===== src/rtl/life_pkg.sv =====
// life_pkg: shared board geometry defaults and the generation FSM state encoding
package life_pkg;
  localparam int W = 32;
  localparam int H = 24;
  localparam int L = W * H;
  typedef enum logic [1:0] {IDLE, SETTLE, COMMIT} state_t;
endpackage


===== src/rtl/life_ctrl_gen_timer.sv =====
// gen_timer: free-running generation timer (clk, rst, run, consume -> pending), pending holds a tick until consumed or run drops
module gen_timer #(
  parameter int PERIOD = 1000000
) (
  input  logic clk,
  input  logic rst,
  input  logic run,
  input  logic consume,
  output logic pending
);
  localparam int CNTW = $clog2(PERIOD);
  logic [CNTW-1:0] cnt;
  logic tick;
  assign tick = run & (cnt == CNTW'(PERIOD - 1));
  always_ff @(posedge clk) begin
    if (rst || !run) begin
      cnt <= '0;
      pending <= 1'b0;
    end else begin
      cnt <= tick ? '0 : cnt + CNTW'(1);
      pending <= tick | (pending & ~consume);
    end
  end
endmodule


===== src/rtl/life_ctrl.sv =====
// life_ctrl: Life board controller; row writes (wr_*), step/run triggers, clear, commits next_in into board and reports busy/gen_count/stable/extinct
module life_ctrl #(
  parameter int W = life_pkg::W,
  parameter int H = life_pkg::H,
  parameter int PERIOD = 1000000,
  parameter int CW = 16,
  localparam int L = W * H,
  localparam int RW = (H > 1) ? $clog2(H) : 1
) (
  input  logic          clk,
  input  logic          rst,
  input  logic          run,
  input  logic          step,
  input  logic          clear,
  input  logic          wr_valid,
  output logic          wr_ready,
  input  logic [RW-1:0] wr_row,
  input  logic [W-1:0]  wr_data,
  input  logic [L-1:0]  next_in,
  output logic [L-1:0]  board,
  output logic          busy,
  output logic [CW-1:0] gen_count,
  output logic          stable,
  output logic          extinct
);
  import life_pkg::*;
  state_t state, state_n;
  logic idle, wr_go, go, pending;
  assign idle = state == IDLE;
  assign wr_ready = idle & ~clear;
  assign wr_go = wr_valid & wr_ready;
  assign go = idle & ~clear & ~wr_valid & (step | pending);
  assign busy = ~idle;
  assign extinct = ~|board;
  gen_timer #(.PERIOD(PERIOD)) u_timer (
    .clk(clk),
    .rst(rst),
    .run(run),
    .consume(go),
    .pending(pending)
  );
  always_comb begin
    state_n = idle ? (go ? SETTLE : IDLE) : (state == SETTLE) ? COMMIT : IDLE;
  end
  always_ff @(posedge clk) begin
    if (rst) begin
      state <= IDLE;
      board <= '0;
      gen_count <= '0;
      stable <= 1'b0;
    end else begin
      state <= state_n;
      if (idle && clear) begin
        board <= '0;
        gen_count <= '0;
        stable <= 1'b0;
      end else if (wr_go) begin
        if (int'(wr_row) < H) board[int'(wr_row) * W +: W] <= wr_data;
        stable <= 1'b0;
      end else if (state == COMMIT) begin
        board <= next_in;
        gen_count <= gen_count + CW'(1);
        stable <= next_in == board;
      end
    end
  end
endmodule


===== config.mk =====
export PLATFORM = sky130hd
export DESIGN_NAME = life_ctrl
export DESIGN_NICKNAME = d
export VERILOG_FILES = /design/src/rtl/life_pkg.sv /design/src/rtl/life_ctrl_gen_timer.sv /design/src/rtl/life_ctrl.sv
export SDC_FILE = /design/constraint.sdc
export NUM_CORES = 2
export LEC_CHECK = 0
export CAP_MARGIN = 30
export CORE_AREA = 2 2 621 623
export DETAILED_ROUTE_END_ITERATION = 12
export DIE_AREA = 0 0 623 625
export PLACE_DENSITY = 0.38
export SLEW_MARGIN = 20
export SYNTH_ARGS = -nofsm -noshare
export SYNTH_HDL_FRONTEND = slang
export SYNTH_SLANG_ARGS = --single-unit

===== constraint.sdc =====
create_clock -name clk -period 7.09 [get_ports clk]
set_clock_uncertainty 0.15 [all_clocks]
set_input_delay 0.709 -clock clk [delete_from_list [all_inputs] [get_ports clk]]
set_output_delay 0.709 -clock clk [all_outputs]
set_load 0.01 [all_outputs]

==> results.yml <==
run_status:
  status: "finished clean"
final_layout:
  area_delta_synth_final_pct: 63.5
  final_cell_mix: "clkdlybuf4s50_1 (1589), dfxtp_1 (808), nor2_1 (778)"
  nNetsFinal: 8304
  fin_cells: 12900
  drive_gt1_frac: 0.116
  layout_commonest_cell: "clkdlybuf4s50_1"
floorplan:
  initial_core_util: 0.122
  core_area_um2: 384000
  die_x_um: 623
  io_pins: 1599
  rows: 228
  dieArea_um2: 389000
  dieHeight_um: 625
power_and_ir_drop:
  p_leak_uw: 0.0249
  p_int_uw: 9950
  ir_drop_v: 0.000170
  switching_power_uw: 6470
  pwr-share-seq: 0.305
  clockPowerShare: 0.403
  p_sw_frac: 0.394
  combPwrFrac: 0.292
  cellPowerDensity_nw_per_um2: 215
worst_setup_path:
  cp-end-kind: "output port"
  startpoint_type: "flop"
  endpoint: "extinct"
  r2r_start: "state[1]$_SDFF_PP0_"
  critPathMaxFanout: 5
  worstPathArrival_ns: 5.28
  crit_path_start: "board[73]$_SDFFE_PP0P_"
  r2r_end: "board[69]$_SDFFE_PP0P_"
  ff2ff_path_depth: 8
  reg2reg_slack_ns: 2.76
  crit_required_ns: 6.23
  criticalPathCategory: "flop to output port"
synth:
  yosysUniqueCellTypes: 65
  synth_cells: 5757
  avgSynthCellArea_um2: 8.11
  synth_edf_count: 0
  ys_seq_elements: 808
  synthFlopType: "dfxtp_1"
  synthArstFlopShare: 0
  synth_nets: 6572
  netlist_area_um2: 46700
  yosys_warnings: 0
  synth-seq-area-share: 0.346
sta:
  drv_slew: 0
  finalCriticalPeriod_ns: 6.14
  fin_hold_ws_ns: 0.296
  max_clock_freq_ghz: 0.163
  slew_headroom: 0.196
  hold_violations: 0
  fin_setup_tns_ns: 0
  fin_crit_sh: 0.867
  setup_viol: 0
  max_slew.worst_pin.slew_ns: 1.21
  rsz0062_at_grt: "false"
detailed_routing:
  routedWlPerCell_um: 59.2
  vias: 68500
  drt-pass1-iter-count: 8
  dr.max_layer_used: "met5"
  vias_per_cell: 5.32
  wirelength_um: 763000
  drt_iter0_drc: 11900
  drc: 0
  wl_met3_um: 81000
  ant_nets: 0
  wl_met1_um: 279000
  dr_wl_met2_um: 321000
worst_hold_path:
  hp-class: "primary input to flop"
  hold_depth: 3
clock_network:
  clk-insertion-delay-late_ns: 0.88
  cts_setup_buffers: 0
  cts_inserted_buffers: 120
  cts_resized: 0
  clkTransAtPathRegs_ns: 0.06
  cts.sinks: 808
  hold_buffers: 0
  tritoncts: "yes"
  clock-root-buffer: "clkbuf_16"
  clk_path_buf_depth: 4
  htreeDepth: 3
global_route:
  grt_usage: 0.374
  grt_pass1_vias: 59600
  antenna_found_initial: 531
  grt_overflow: 0
  grt_pass1_wl_um: 899000
  grt_max_degree: 168
place:
  io_buffer_count: 1598
  numPlacedInstances: 12400
  gp_congestion: 1.07
  hpwl_um: 647000
job:
  maxCapViolCount: 0
[registers in the layout (all words and copies together) (netlist names)]
name	cells
board	768
u_timer.cnt	20
state	2
stable	1
gen_count	16
u_timer.pending	1
[worst min path at each step]
stage	start	to	slack [ns]
6_report	next_in[365]	board[365]$_SDFFE_PP0P_	0.30
2_1_floorplan	u_timer.cnt[0]$_SDFF_PP0_	u_timer.cnt[0]$_SDFF_PP0_	0.27
3_5_place_dp	u_timer.cnt[0]$_SDFF_PP0_	u_timer.cnt[0]$_SDFF_PP0_	0.30
4_1_cts	wr_data[27]	board[635]$_SDFFE_PP0P_	0.27
5_1_grt	wr_data[27]	board[635]$_SDFFE_PP0P_	0.30
3_3_place_gp	u_timer.cnt[0]$_SDFF_PP0_	u_timer.cnt[0]$_SDFF_PP0_	0.28
[cells by family after synthesis]
| logic type | Yosys count | share of synthesized area |
|---|---|---|
| buffers and inverters | 745 | 0.0671 |
| AO/OA/AOI/OAI | 1727 | 0.285 |
| flip-flops | 808 | 0.346 |
| multiplexers | 1 | 0.000214 |
| adder cells (fa/ha/maj) | 4 | 0.00107 |
| XOR/XNOR | 425 | 0.0801 |
| AND/OR/NAND/NOR | 2047 | 0.220 |
[cell usage after synthesis, types with 16 or more instances]
cell	number	share of area
a311oi_1	59	0.011
nor2_1	780	0.063
o22ai_1	103	0.014
a22o_1	21	0.0039
nor3_1	67	0.0072
buf_1	22	0.0018
xnor2_1	317	0.059
buf_2	140	0.015
a211oi_2	45	0.012
xor2_1	106	0.020
dfxtp_1	808	0.35
o2bb2ai_1	16	0.0030
a2111oi_0	22	0.0041
a22oi_1	600	0.096
o2111ai_1	38	0.0071
a32oi_1	32	0.0060
a2111o_1	67	0.016
a21oi_1	24	0.0026
nand2b_1	121	0.016
and2_1	36	0.0048
inv_1	259	0.021
o21ai_0	127	0.014
nor2_4	18	0.0043
nand3_1	53	0.0057
nand2_1	245	0.020
nor4_1	300	0.040
nor2b_1	227	0.030
buf_4	33	0.0053
nand4_1	157	0.021
clkbuf_1	285	0.023
a221oi_1	82	0.015
a211oi_1	460	0.074
[through the flow]
stage	total power (uW)	util	setup slack [ns]	area (um2)
2_1_floorplan	6300	-	3.82	46700
3_3_place_gp	9580	0.184	1.39	70500
3_5_place_dp	9630	0.186	1.88	71300
4_1_cts	16200	0.196	1.04	75400
5_1_grt	16400	0.198	1.15	75900
6_report	16400	0.199	0.947	76300
[final cells by class]
cell class | count | area, um2
Clock buffer | 179 | 3570
Sequential cell | 808 | 16200
Fill cell | 42400 | 307000
Antenna cell | 245 | 613
Multi-Input combinational cell | 4204 | 28000
Clock inverter | 35 | 455
Inverter | 260 | 976
Tap cell | 5060 | 6330
Timing Repair Buffer | 2095 | 20200
[critical path, cell delays in order (launching register included)]
cell             delay, ns
dfxtp_1               0.60
nor4_1                0.67
nand4_1               0.54
nor4_1                0.86
buf_4                 0.27
nand4_1               0.15
nor3_2                0.61
clkdlybuf4s50_1       0.67
[routing by layer]
layer / vias to the layer above / GRT usage
met4: 136 / 0.328
met3: 1855 / 0.136
li1: 25300 / -
met1: 34900 / 0.419
met5: - / 0
met2: 6310 / 0.559
[power groups by stage]
stage               registers, uW  clock network (uW)  logic [uW]
floorplan                    5010                   0        1290
finish                       5000                6620        4790
CTS                          4990                6620        4560
global route                 5000                6750        4670
global placement             5090                   0        4490
detailed placement           5090                   0        4540
No activity file was read; power rests on OpenSTA's default activity.
